## config.mk

```make
export PLATFORM = sky130hd
export DESIGN_NAME = param_sync_fifo
export DESIGN_NICKNAME = d
export VERILOG_FILES = /design/src/rtl/param_sync_fifo.sv
export SDC_FILE = /design/constraint.sdc
export NUM_CORES = 1
export LEC_CHECK = 0
export ABC_AREA = 1
export CAP_MARGIN = 20
export CORE_MARGIN = 3
export CORE_UTILIZATION = 59
export DETAILED_ROUTE_END_ITERATION = 10
export PLACE_DENSITY = 0.8
export RECOVER_POWER = 25
export SLEW_MARGIN = 20
export SYNTH_ARGS = -nofsm -noshare
export SYNTH_HDL_FRONTEND = slang
export SYNTH_SLANG_ARGS = --single-unit
```

## constraint.sdc

```tcl
create_clock -name clk -period 5.6 [get_ports clk]
set_input_delay 1.12 -clock clk [delete_from_list [all_inputs] [get_ports clk]]
set_output_delay 1.12 -clock clk [all_outputs]
set_load 0.005 [all_outputs]
```

## src/rtl/param_sync_fifo.sv

```systemverilog
// param_sync_fifo
//   Single-clock FIFO with configurable width and depth. It buffers words
//   between a producer (push) and a consumer (pop) in one clock domain. It
//   also provides an occupancy count, almost-full/almost-empty flags, a
//   synchronous flush, and sticky overflow/underflow error flags.
//
//   Parameters
//     DATA_WIDTH  word width in bits
//     ADDR_WIDTH  log2(depth); depth = 1 << ADDR_WIDTH
//     AF_THRESH   almost_full  when count >= AF_THRESH
//     AE_THRESH   almost_empty when count <= AE_THRESH
//     FWFT        0 = registered read (1-cycle latency),
//                 1 = first-word-fall-through
//
//   Ports
//     clk           clock, rising edge
//     rst           asynchronous reset, active low
//     flush         synchronous clear of contents and error flags
//     push/data_in  write request and write data
//     pop           read request
//     data_out      read data
//     ready         data_out valid
//     empty, full, almost_full, almost_empty   occupancy flags
//     count         occupancy, 0..DEPTH
//     overflow      sticky: push rejected while full
//     underflow     sticky: pop rejected while empty
module param_sync_fifo #(
  parameter int DATA_WIDTH = 32,
  parameter int ADDR_WIDTH = 3,
  parameter int AF_THRESH  = 6,
  parameter int AE_THRESH  = 1,
  parameter bit FWFT       = 1'b0
) (
  input  logic                  clk,
  input  logic                  rst,
  input  logic                  flush,
  input  logic                  push,
  input  logic [DATA_WIDTH-1:0] data_in,
  input  logic                  pop,
  output logic [DATA_WIDTH-1:0] data_out,
  output logic                  ready,
  output logic                  empty,
  output logic                  full,
  output logic                  almost_full,
  output logic                  almost_empty,
  output logic [ADDR_WIDTH:0]   count,
  output logic                  overflow,
  output logic                  underflow
);

  localparam int DEPTH = 1 << ADDR_WIDTH;

  logic [DATA_WIDTH-1:0] mem [DEPTH];

  // Pointers carry one extra wrap bit so that full and empty can be told
  // apart when the address bits match.
  logic [ADDR_WIDTH:0]   wr_ptr;
  logic [ADDR_WIDTH:0]   rd_ptr;
  logic [ADDR_WIDTH-1:0] wr_addr;
  logic [ADDR_WIDTH-1:0] rd_addr;
  logic                  push_ok;
  logic                  pop_ok;

  assign wr_addr = wr_ptr[ADDR_WIDTH-1:0];
  assign rd_addr = rd_ptr[ADDR_WIDTH-1:0];

  // Occupancy is the modulo-2*DEPTH pointer difference. This equals the
  // running sum of count + push_ok - pop_ok.
  assign count        = wr_ptr - rd_ptr;
  assign empty        = (wr_ptr == rd_ptr);
  assign full         = (wr_addr == rd_addr) && (wr_ptr[ADDR_WIDTH] != rd_ptr[ADDR_WIDTH]);
  assign almost_full  = (int'(count) >= AF_THRESH);
  assign almost_empty = (int'(count) <= AE_THRESH);

  // A push into a full FIFO is allowed when a pop frees a slot on the same
  // edge. The write then lands in the slot being read out.
  assign pop_ok  = pop && !empty;
  assign push_ok = push && (!full || pop_ok);

  // ---- stage p0: storage write, pointers, error flags ----
  always_ff @(posedge clk) begin
    if (push_ok && !flush) begin
      mem[wr_addr] <= data_in;
    end
  end

  always_ff @(posedge clk or negedge rst) begin
    if (!rst) begin
      wr_ptr    <= '0;
      rd_ptr    <= '0;
      overflow  <= 1'b0;
      underflow <= 1'b0;
    end else if (flush) begin
      wr_ptr    <= '0;
      rd_ptr    <= '0;
      overflow  <= 1'b0;
      underflow <= 1'b0;
    end else begin
      if (push_ok) wr_ptr <= wr_ptr + 1'b1;
      if (pop_ok)  rd_ptr <= rd_ptr + 1'b1;
      if (push && !push_ok) overflow  <= 1'b1;
      if (pop && !pop_ok)   underflow <= 1'b1;
    end
  end

  generate
    if (FWFT) begin : g_fwft
      // The head word is always visible at the output. A pop simply advances
      // rd_ptr, so the next word shows on the same edge.
      assign data_out = mem[rd_addr];
      assign ready    = !empty;
    end else begin : g_reg
      logic [DATA_WIDTH-1:0] rd_data_p1;
      logic                  vld_p1;

      // ---- stage p1: registered read ----
      // A rejected pop or a flush leaves the last word on data_out.
      always_ff @(posedge clk or negedge rst) begin
        if (!rst) begin
          rd_data_p1 <= '0;
          vld_p1     <= 1'b0;
        end else if (flush) begin
          vld_p1     <= 1'b0;
        end else begin
          vld_p1 <= pop_ok;
          if (pop_ok) rd_data_p1 <= mem[rd_addr];
        end
      end

      assign data_out = rd_data_p1;
      assign ready    = vld_p1;
    end
  endgenerate

endmodule

```

# After elaboration in Yosys (flattened, before gate mapping)

Memory sizes are Yosys's and may differ from the RTL's. A register that Yosys moved wholly into a read port is not among the register bits.
Cells that the tools add are included.

$add $sub $neg: 3
Magnitude comparators: 2
Equality and inequality tests: 3
Multiplexer cells: 11
Bitwise logic cells: 1
Reductions and logical operators: 18

Operator list:

| operator            | number |
|---|---|
| $mux 4              | 4 |
| $add 4x1->4 const B | 2 |
| $reduce_bool 2->1   | 4 |
| $mux 1              | 7 |
| $logic_and 1x1->1   | 6 |
| $logic_not 1->1     | 6 |
| $eq 4x4->1          | 1 |
| $ge 4x3->1 const B  | 1 |
| $le 4x1->1 const B  | 1 |
| $sub 4x4->4         | 1 |
| $eq 3x3->1          | 1 |
| $reduce_and 2->1    | 1 |
| $logic_or 1x1->1    | 1 |
| $ne 1x1->1          | 1 |
| $not 1->1           | 1 |

Bits in registers: 11
Bits in writable memories: 256
Memories: 1

Memory list:

| memory | depth | width | read ports | clocked after memory_dff | wr ports | line | text |
|---|---|---|---|---|---|---|---|
| mem    | 8     | 32    | 1          | 1                        | 1        | 53   | `logic [DATA_WIDTH-1:0] mem [DEPTH];` |

# Longest topological paths before layout

Gate-level depths: netlist of the first run.

Depth after elaboration: 9
Gate-level depth with buffers: 13
Mapped depth without buffers: 10

# Least setup slack after synthesis of the first run

No wires, ideal clock.

Kind: register to register
From: reg rd_ptr[1]
To: mem mem[3][0] (enable)
Library setup time: 0.461 ns
Data arrival time: 3.837 ns
Path slack: 1.302 ns
Stages on the path, launching flop included: 10
Cell sequence: dfrtp_1 buf_2 clkinv_1 buf_2 ha_1 nand2_2 nor2_4 nand3_1 nand3_1 nor3_1

Longest elaborated chain between the ends: 8
Elaborated cells on any way between the ends: 11

RTL lines:

| element                                              | line   | text |
|---|---|---|
| from (decl)                                          | 58     | `logic [ADDR_WIDTH:0] rd_ptr;` |
| from (signal assigned)                               | 100    | `if (pop_ok) rd_ptr <= rd_ptr + 1'b1;` |
| $eq 4x4->1 or $eq 3x3->1 (tied branches)             | 70, 71 |  |
| $logic_not 1->1 or $logic_and 1x1->1 (tied branches) | 77, 71 |  |
| $logic_and 1x1->1 or $logic_not 1->1 (tied branches) | 77, 78 |  |
| $logic_or 1x1->1 *                                   | 78     | `assign push_ok = push && (!full \|\| pop_ok);` |
| $logic_and 1x1->1 *                                  | 78     |  |
| $logic_and 1x1->1 *                                  | 82     | `if (push_ok && !flush) begin` |
| $mux 1 *                                             | 82     |  |
| $mux 1 (not written as such) *                       | 83     | `mem[wr_addr] <= data_in;` |
| to (decl)                                            | 53     |  |

Mark *: on every way between the ends. The rest lies on a longest branch, timed or not.

# Worst setup path after layout of the first run

From: reg rd_ptr[0]
To: out almost_empty

Longest elaborated chain between the ends: 2

RTL lines:

| element     | line | text |
|---|---|---|
| $sub 4x4->4 | 69   | `assign count = wr_ptr - rd_ptr;` |
| $le 4x1->1  | 73   | `assign almost_empty = (int'(count) <= AE_THRESH);` |
| to (decl)   | 45   | `output logic almost_empty,` |

No other way between the ends.

==> results of run 1 <==
-- per-stage QoR --
stage | worst slack, ps | hold slack [ps] | area (µm²) | std cells
6_report | 1398 | 479.3 | 14230 | 1483
5_1_grt | 1232 | 495.6 | 14230 | 1483
3_5_place_dp | 1558 | 465.4 | 13320 | 1429
4_1_cts | 1409 | 481.3 | 14210 | 1482
2_1_floorplan | 1302 | 471.8 | 12370 | 1123
3_3_place_gp | 1646 | 464.0 | 13320 | 1429
-- area by class of cell --
cell class | count | area (µm²)
timing repair buffer | 89 | 879.6
multi-input combinational | 657 | 2929
fill | 1406 | 6196
inverter | 115 | 435.4
tap | 270 | 337.8
clock inverter | 11 | 60.06
clock buffer | 42 | 824.5
sequential | 299 | 8767
-- cells in the mapped netlist (3+ instances only) --
cell type  number
buf_2          34
nor3_1          4
dfrtp_1        43
nand4_1         4
nand2_2        12
ha_1            5
xor2_1          3
buf_6           5
inv_2           3
edfxtp_1      256
o21ai_0         6
inv_1         110
clkbuf_1       11
nand2_1       429
nor2_1          9
nand3_1       173
-- flip-flops by register name (all words and copies together), names as in the netlist --
signal / flops
wr_ptr: 4
underflow: 1
rd_ptr: 4
overflow: 1
ready: 1
mem: 256
data_out: 32
-- logic make-up (layout without fill, tap and decap cells) --
family	after synthesis	count (layout)	synth area share (%)
adder cells (fa/ha/maj)	6	6	0.6676
AO/OA/AOI/OAI	10	10	0.4451
XOR/XNOR	3	3	0.2125
AND/OR/NAND/NOR	638	638	21.93
buffers and inverters	167	257	5.897
flip-flops	299	299	70.85
-- critical path, cell delays in order (launching register included) --
cell,delay (ps)
dfrtp_4,720
ha_1,350
fa_1,380
xor2_1,190
inv_1,70
nor3_1,220
clkdlybuf4s50_1,550
-- power by group through the flow --
stage	clock network (mW)	registers, mW	logic [mW]
4_1_cts	1.82	2.69	0.994
3_5_place_dp	0	2.73	0.985
3_3_place_gp	0	2.73	0.951
2_1_floorplan	0	2.71	0.538
5_1_grt	1.91	2.71	1.10
6_report	1.80	2.69	0.980
-- worst paths after layout --
kind	cells past startpoint	end	start
worst max-delay path	6	almost_empty	rd_ptr[0]
worst min-delay path	2	data_out[29]	data_out[29]
worst max register to register	7	mem[6][5]	rd_ptr[2]
worst min register to register	2	data_out[29]	data_out[29]
max in group asynchronous	1	rd_ptr[0]	rst
min in group asynchronous	1	overflow	rst
-- layer usage --
layer  global-route usage (%)  vias up
met1                    29.67     3879
li1                         -     3840
met5                        0        -
met3                    3.232       54
met2                    39.09      305
met4                    6.709        0
==> impl_metrics.py, run 1 <==
metrics = {
    "outcome": {
        "status": "finished, violations left",
        "failed_checks": "max-capacitance violations, max-slew violations",
    },
    "synthesis": {
        "ys_seq_area_share_pct": 70.85,
        "synth_cell_types": 31,
        "synthCells": 1123,
        "synth_area_per_cell_um2": 11.01,
        "netlist_area_mm2": 0.01237,
        "synth_top_cell_by_area": "edfxtp_1",
        "ys_seq_elements": 299,
        "synthFlopType": "edfxtp_1",
        "syn_nets": 1166,
        "ys_async_sr_fraction_pct": 14.38,
        "synth_edf_count": 256,
        "synth.top_cell.area_share_pct": 62.15,
        "ys.warnings.count": 0,
        "synth_top_cells_by_area": "edfxtp_1 62%, nand2_1 13%, dfrtp_1 8.7%",
    },
    "routing": {
        "ant_nets": 0,
        "highest_layer": "met4",
        "dr.pass1.iters": 5,
        "vias": 8078,
        "drt-initial-drc-count": 645,
        "drc": 0,
        "met3WireLength_um": 1603,
        "wl_um": 25150,
        "vias_per_cell": 5.447,
        "met1_length_um": 10430,
        "wl_per_cell_um": 16.96,
        "wl_met2_um": 12580,
    },
    "sta": {
        "maxSlewHeadroom_pct": -74.06,
        "period_share_pct": 75.03,
        "hold_viol_final": 0,
        "finClkSkew_ps": 7.367,
        "setup_viol_count_final": 0,
        "rsz0062_at_grt": "no",
        "worst_slew_pin_slew_ps": 2611,
        "period_needed_ps": 4202,
        "max_freq_ghz": 0.2380,
        "drv_slew": 44,
        "tns_ps": 0,
    },
    "power_and_ir_drop": {
        "sequentialPowerShare_pct": 49.2,
        "power_switching_mw": 1.425,
        "switching_share_pct": 26.04,
        "p_leak_nw": 5.792,
        "power.density_mw_per_mm2": 384.4,
        "comb_power_share_pct": 17.9,
        "power_mw": 5.472,
        "p_int_mw": 4.047,
        "clock_power_share_pct": 32.9,
        "vdd_ir_drop_max_uv": 280.1,
    },
    "placed_design": {
        "dpl.hpwl_um": 14280,
        "place_congestion": 0.7936,
        "io_buffers": 79,
    },
    "global_route": {
        "grt_max_degree": 72,
        "grt_pass1_vias": 8086,
        "gr-total-overflow": 0,
        "antenna_found_initial": 0,
        "grt_first_pass_wirelength_um": 40450,
        "gr-usage-all-layers_pct": 22.47,
    },
    "setup_path": {
        "endpoint_kind": "output port",
        "crit_type": "flip-flop to output port",
        "critPathRequiredTime_ps": 4480,
        "cp_data_arrival_time_ps": 3080,
        "r2r_slack_ps": 2080,
        "crit_path_max_fanout": 62,
        "startpoint_type": "flip-flop",
    },
    "finish": {
        "syn_to_final_growth_pct": 15.07,
        "layout_common_cells": "429 x nand2_1, 256 x edfxtp_1, 173 x nand3_1",
        "diodes": 0,
        "final_util_pct": 69.67,
        "nNetsFinal": 1234,
        "mostFrequentLayoutCell": "nand2_1",
        "drive_above_1_share_pct": 7.090,
    },
    "flow_run": {
        "maxCapViolations": 1,
    },
    "floorplanning": {
        "dieHeight_um": 150.8,
        "rows": 52,
        "io_pins": 80,
        "start_util_pct": 60.55,
        "die_w_um": 150.8,
        "dieArea_mm2": 0.02274,
        "core_area_mm2": 0.02043,
    },
    "clock_tree": {
        "postCtsHoldBufs": 0,
        "cts_max_level": 1,
        "clock_path_buffers": 3,
        "clkTransAtPathRegs_ps": 60,
        "cts_resized": 0,
        "numCtsBuffers": 29,
        "root_buffer": "clkbuf_16",
        "cts_setup_buffers": 0,
        "cts_tree": "yes",
        "insertion_delay_ps": 530,
        "cts_sinks": 299,
    },
    "min_path": {
        "hp-class": "flip-flop to flip-flop",
    },
}
(Power assumes the default switching activity.)
==> run 2, diff against run 1 <==
- clock period: 5.6 -> 4 ns (I/O delays scaled with it)
==> run 2 against run 1 <==
The run now ends clean. Cell count is 0.81% higher. Power up 44%. Non-clock buffer count up 11. Die area unchanged. Clock skew is 15 ps higher. Design area up 1.1%. Worst setup slack got worse by 1000 ps. Clock power rose by 51%.
==> impl_metrics.py, run 2 (synthesis gave the netlist of run 1 again) <==
metrics = {
    "outcome": {
        "status": "finished clean",
    },
    "finish": {
        "drive_above_1_share_pct": 8.327,
        "regMostFlops": "mem",
        "layout_common_cells": "429 x nand2_1, 256 x edfxtp_1, 173 x nand3_1",
        "syn_to_final_growth_pct": 16.32,
        "final-instance-count-excl-fill": 1495,
        "mostFrequentLayoutCell": "nand2_1",
        "diodes": 0,
        "largest_reg_flops": 256,
        "nNetsFinal": 1245,
    },
    "global_route": {
        "gr-usage-all-layers_pct": 23.28,
        "grt_first_pass_wirelength_um": 41230,
        "grt_pass1_vias": 8014,
        "gr-total-overflow": 0,
        "grt_max_degree": 104,
        "antenna_found_initial": 0,
    },
    "sta": {
        "fin_hold_ws_ps": 482.8,
        "period_share_pct": 90.43,
        "finClkSkew_ps": 22.12,
        "worst_slew_pin_slew_ps": 1407,
        "hold_viol_final": 0,
        "setup_viol_count_final": 0,
        "period_needed_ps": 3617,
        "finalWorstSetupSlack_ps": 382.6,
        "rsz0062_at_grt": "no",
        "drv_slew": 0,
        "maxSlewHeadroom_pct": 6.169,
        "max_freq_ghz": 0.2764,
        "tns_ps": 0,
    },
    "power_and_ir_drop": {
        "power_switching_mw": 2.016,
        "power_mw": 7.872,
        "p_leak_nw": 5.899,
        "clock_power_share_pct": 34.6,
        "power.density_mw_per_mm2": 547.1,
        "p_int_mw": 5.855,
        "comb_power_share_pct": 17.9,
        "switching_share_pct": 25.62,
        "vdd_ir_drop_max_uv": 429.5,
        "sequentialPowerShare_pct": 47.5,
    },
    "placed_design": {
        "place_worst_setup_slack_ps": 557.6,
        "dpl.hpwl_um": 15170,
        "place_congestion": 0.7937,
        "dp_cells": 1441,
        "io_buffers": 79,
    },
    "clock_tree": {
        "clkTransAtPathRegs_ps": 60,
        "cts_max_level": 1,
        "cts_setup_buffers": 0,
        "cts_resized": 0,
        "insertion_delay_ps": 550,
        "postCtsHoldBufs": 0,
        "numCtsBuffers": 29,
        "root_buffer": "clkbuf_16",
        "cts_tree": "yes",
        "clock_path_buffers": 3,
        "cts_sinks": 299,
    },
    "setup_path": {
        "r2r_start": "rd_ptr[0]",
        "startpoint_type": "flip-flop",
        "rr_worst_depth": 7,
        "endpoint_kind": "output port",
        "cp_data_arrival_time_ps": 2820,
        "r2r_slack_ps": 1070,
        "crit_path_max_fanout": 30,
        "rr_endpoint": "mem[0][10]",
        "crit_type": "flip-flop to output port",
        "critPathRequiredTime_ps": 3200,
        "cpPeakStageDelay_ps": 640,
        "cp-startpoint": "rd_ptr[0]",
        "cp_cell_sequence": "ha_1 -> fa_1 -> xor2_1 -> inv_1 -> nor3_1 -> clkdlybuf4s50_1",
        "crit_slowest_cell": "dfrtp_4",
    },
    "floorplanning": {
        "die_w_um": 150.8,
        "io_pins": 80,
        "dieArea_mm2": 0.02274,
        "rows": 52,
        "start_util_pct": 60.55,
        "dieHeight_um": 150.8,
        "core_area_mm2": 0.02043,
    },
    "routing": {
        "ant_nets": 0,
        "vias": 8086,
        "highest_layer": "met4",
        "met3WireLength_um": 1685,
        "wl_um": 26030,
        "met1_length_um": 10800,
        "drc": 0,
        "wl_met2_um": 13020,
        "dr.pass1.iters": 5,
        "drt-initial-drc-count": 640,
        "vias_per_cell": 5.409,
        "wl_per_cell_um": 17.41,
    },
    "min_path": {
        "min-delay-start": "data_out[26]",
        "hold_depth": 2,
        "min_delay_worst_endpoint": "data_out[26]",
        "hp-class": "flip-flop to flip-flop",
    },
    "flow_run": {
        "maxCapViolations": 0,
    },
}
==> run 2: cell types whose count changed in the layout (fill, tap and decap cells not counted), sizes merged <==
| cell | before | now |
|---|---|---|
| buf | 10 | 21 |
| bufinv | 0 | 2 |
| clkbuf | 43 | 41 |
| clkdlybuf4s50 | 62 | 58 |
| clkinv | 11 | 12 |
| clkinvlp | 2 | 0 |
| dlygate4sd3 | 16 | 20 |
| inv | 113 | 115 |
==> run 2: how the worst max path moves through the flow <==
| stage | cells after the start | slack, ps | endpoint |
|---|---|---|---|
| 6_report | 6 | 380 | almost_empty |
| 2_1_floorplan | 9 | -300 | mem[3][0] |
| 3_5_place_dp | 5 | 560 | mem[0][6] |
| 5_1_grt | 6 | 260 | almost_empty |
| 4_1_cts | 6 | 360 | almost_empty |
| 3_3_place_gp | 5 | 640 | mem[0][6] |
==> run 2: layout make-up <==
cell class / instances / area, µm²
multi-input combinational: 657 / 2929
tap: 270 / 337.8
sequential: 299 / 8767
clock buffer: 40 / 847.1
clock inverter: 14 / 128.9
fill: 1373 / 6042
timing repair buffer: 100 / 942.2
inverter: 115 / 435.4
==> run 2: layer usage <==
metal,global-route usage [%],vias up
li1,-,3863
met1,30.84,3860
met2,40.12,305
met3,3.501,58
met4,7.298,0
met5,0,-
==> run 2: per-stage QoR <==
step / cell area (µm²) / util (%)
final: 14390 / 70.43
after global routing: 14390 / 70.43
after CTS: 14390 / 70.43
after detailed placement: 13410 / 65.65
after global placement: 13410 / 65.65
after floorplan: 12370 / -
==> run 2: critical path: cells and delay by family, from the launching register on <==
kind	cells	cell delay, ps
xor gates and xnor gates	1	200
adders and majority gates	2	660
buffers and inverters	2	600
DFF	1	640
and+or+nand+nor	1	170
==> run 2: power groups by stage <==
stage | logic [mW] | clock network, mW | registers, mW
2_1_floorplan | 0.753 | 0 | 3.79
3_3_place_gp | 1.38 | 0 | 3.79
3_5_place_dp | 1.42 | 0 | 3.80
4_1_cts | 1.43 | 2.76 | 3.74
5_1_grt | 1.58 | 2.89 | 3.76
6_report | 1.41 | 2.72 | 3.74
==> run 3, diff against run 2 <==
- ABC_AREA: 1 -> default
- CELL_PAD_IN_SITES_DETAIL_PLACEMENT: default -> 1
- CELL_PAD_IN_SITES_GLOBAL_PLACEMENT: default -> 2
- CORE_UTILIZATION: 59 -> 45
- PLACE_DENSITY: 0.8 -> default
- PLACE_DENSITY_LB_ADDON: default -> 0.1
==> run 3 against run 2 <==
Via count down 33%. Non-clock buffer count shrank 6. Global-route usage is 6.5 points lower. Die area rose by 21%. Worst hold slack is essentially flat. Register-to-register slack got worse by 110 ps. Area after synthesis is 7.3% lower. Critical endpoint is now almost_full. Highest routed layer unchanged.
==> impl_metrics.py, run 3 <==
metrics = {
    "outcome": {
        "status": "finished clean",
    },
    "floorplanning": {
        "die_w_um": 165.7,
        "dieHeight_um": 165.7,
        "rows": 57,
        "io_pins": 80,
        "dieArea_mm2": 0.02744,
        "start_util_pct": 46.49,
        "core_area_mm2": 0.02468,
    },
    "finish": {
        "drive_above_1_share_pct": 20.29,
        "layout_common_cells": "256 x edfxtp_1, 64 x mux4_2, 59 x clkdlybuf4s50_1",
        "regMostFlops": "mem",
        "largest_reg_flops": 256,
        "nNetsFinal": 699,
        "diodes": 0,
        "mostFrequentLayoutCell": "edfxtp_1",
        "syn_to_final_growth_pct": 18.71,
    },
    "sta": {
        "period_share_pct": 90.51,
        "rsz0062_at_grt": "no",
        "hold_viol_final": 0,
        "fin_hold_ws_ps": 482.8,
        "maxSlewHeadroom_pct": 2.865,
        "period_needed_ps": 3620,
        "finClkSkew_ps": 12.25,
        "max_freq_ghz": 0.2762,
        "setup_viol_count_final": 0,
        "worst_slew_pin_slew_ps": 1457,
        "drv_slew": 0,
        "tns_ps": 0,
    },
    "power_and_ir_drop": {
        "comb_power_share_pct": 16.4,
        "p_leak_nw": 4.453,
        "power_switching_mw": 1.805,
        "vdd_ir_drop_max_uv": 332.1,
        "clock_power_share_pct": 35.0,
        "p_int_mw": 5.875,
        "switching_share_pct": 23.50,
        "sequentialPowerShare_pct": 48.6,
        "power.density_mw_per_mm2": 564.0,
    },
    "routing": {
        "dr.pass1.iters": 4,
        "drc": 0,
        "vias_per_cell": 5.407,
        "wl_per_cell_um": 22.77,
        "wl_um": 22870,
        "drt-initial-drc-count": 381,
        "vias": 5429,
        "ant_nets": 0,
    },
    "synthesis": {
        "syn_nets": 600,
        "synthCells": 557,
        "ys_async_sr_fraction_pct": 14.38,
        "ys_seq_area_share_pct": 76.40,
        "synth_area_per_cell_um2": 20.59,
        "synth_top_cells_by_area": "edfxtp_1 67%, mux4_2 13%, dfrtp_1 9.4%",
        "synth_cell_types": 33,
        "netlist_area_mm2": 0.01147,
        "synthFlopType": "edfxtp_1",
        "synth_top_cell_by_area": "edfxtp_1",
        "yosysMostFrequentCell": "edfxtp_1",
        "synth_edf_count": 256,
        "ys.warnings.count": 0,
        "ys_seq_elements": 299,
        "synth.top_cell.area_share_pct": 67.02,
        "synth_common_cells": "256 x edfxtp_1, 64 x mux4_2, 43 x dfrtp_1",
    },
    "setup_path": {
        "crit_type": "flip-flop to output port",
        "startpoint_type": "flip-flop",
        "endpoint_kind": "output port",
        "critPathRequiredTime_ps": 3200,
        "cp_data_arrival_time_ps": 2820,
        "crit_path_max_fanout": 9,
    },
    "placed_design": {
        "place_congestion": 0.7498,
        "io_buffers": 79,
        "dpl.hpwl_um": 12970,
    },
    "min_path": {
        "hp-class": "flip-flop to flip-flop",
    },
    "clock_tree": {
        "insertion_delay_ps": 550,
        "cts_sinks": 299,
        "clock_path_buffers": 3,
        "root_buffer": "clkbuf_16",
        "postCtsHoldBufs": 0,
        "cts_setup_buffers": 0,
        "clkTransAtPathRegs_ps": 60,
        "cts_resized": 0,
        "numCtsBuffers": 31,
        "cts_max_level": 1,
        "cts_tree": "yes",
    },
    "flow_run": {
        "maxCapViolations": 0,
    },
    "global_route": {
        "grt_first_pass_wirelength_um": 36230,
        "gr-total-overflow": 0,
        "grt_pass1_vias": 6158,
        "gr-usage-all-layers_pct": 16.74,
        "grt_max_degree": 68,
        "antenna_found_initial": 0,
    },
}
==> run 3: final cells by class <==
| cell class | count | area, µm² |
|---|---|---|
| flip-flops and latches | 299 | 8772 |
| inverters | 9 | 33.78 |
| repair buffers | 94 | 900.9 |
| multi-input cells | 221 | 2551 |
| well taps | 324 | 405.4 |
| clock buffers | 38 | 802.0 |
| clock inverters | 19 | 151.4 |
| fillers | 2212 | 11060 |
==> run 3: stage by stage <==
step	worst slack, ps	util [%]	instance area, µm²	instances	total power [mW]
floorplan	-1187	-	11480	557	4.460
global route	217.9	55.18	13620	1004	8.050
global placement	928.8	51.31	12660	947	5.053
finish	379.7	55.18	13620	1004	7.680
detailed placement	868.0	51.31	12660	947	5.098
CTS	360.1	55.17	13610	1004	7.797
==> run 3: worst max-delay path, cell delays in order, from the launching register on <==
cell and delay, ps:
dfrtp_1 560, inv_1 270, fa_1 510, xnor2_1 250, nand2_1 80, o21ai_0 80
clkdlybuf4s50_1 520
==> run 3: routing by layer <==
layer  vias up  wire [µm]  track usage, %
met4         0        295           3.400
met3        27        984           2.383
li1       2430          -               -
met2       108      11850           29.43
met5         -          0               0
met1      2864       9735           22.61
==> run 3: power groups by stage <==
stage	Sequential (mW)	Combinational, mW	Clock (mW)
2_1_floorplan	3.77	0.686	0
3_3_place_gp	3.78	1.27	0
3_5_place_dp	3.80	1.30	0
4_1_cts	3.74	1.30	2.76
5_1_grt	3.77	1.39	2.89
6_report	3.73	1.26	2.69
==> run 3: cell families (layout without fill, tap and decap cells) <==
group,Yosys count,after routing,share of synthesized area [%]
flops,299,299,76.40
mux,99,99,15.62
simple gates,63,63,2.345
compound gates,46,46,2.312
buf+inv,37,160,1.942
xor+xnor,7,7,0.6655
fa+ha+maj,6,6,0.7199
==> run 3: worst paths after layout <==
path                       depth (start not counted)         start            to  slack, ps
min in group asynchronous                          1           rst     underflow        580
max reg2reg                                        5     rd_ptr[0]  data_out[23]        960
min                                                2  data_out[30]  data_out[30]        480
max                                                6     wr_ptr[1]   almost_full        380
max in group asynchronous                          2           rst     rd_ptr[1]       2270
min reg2reg                                        2  data_out[30]  data_out[30]        480
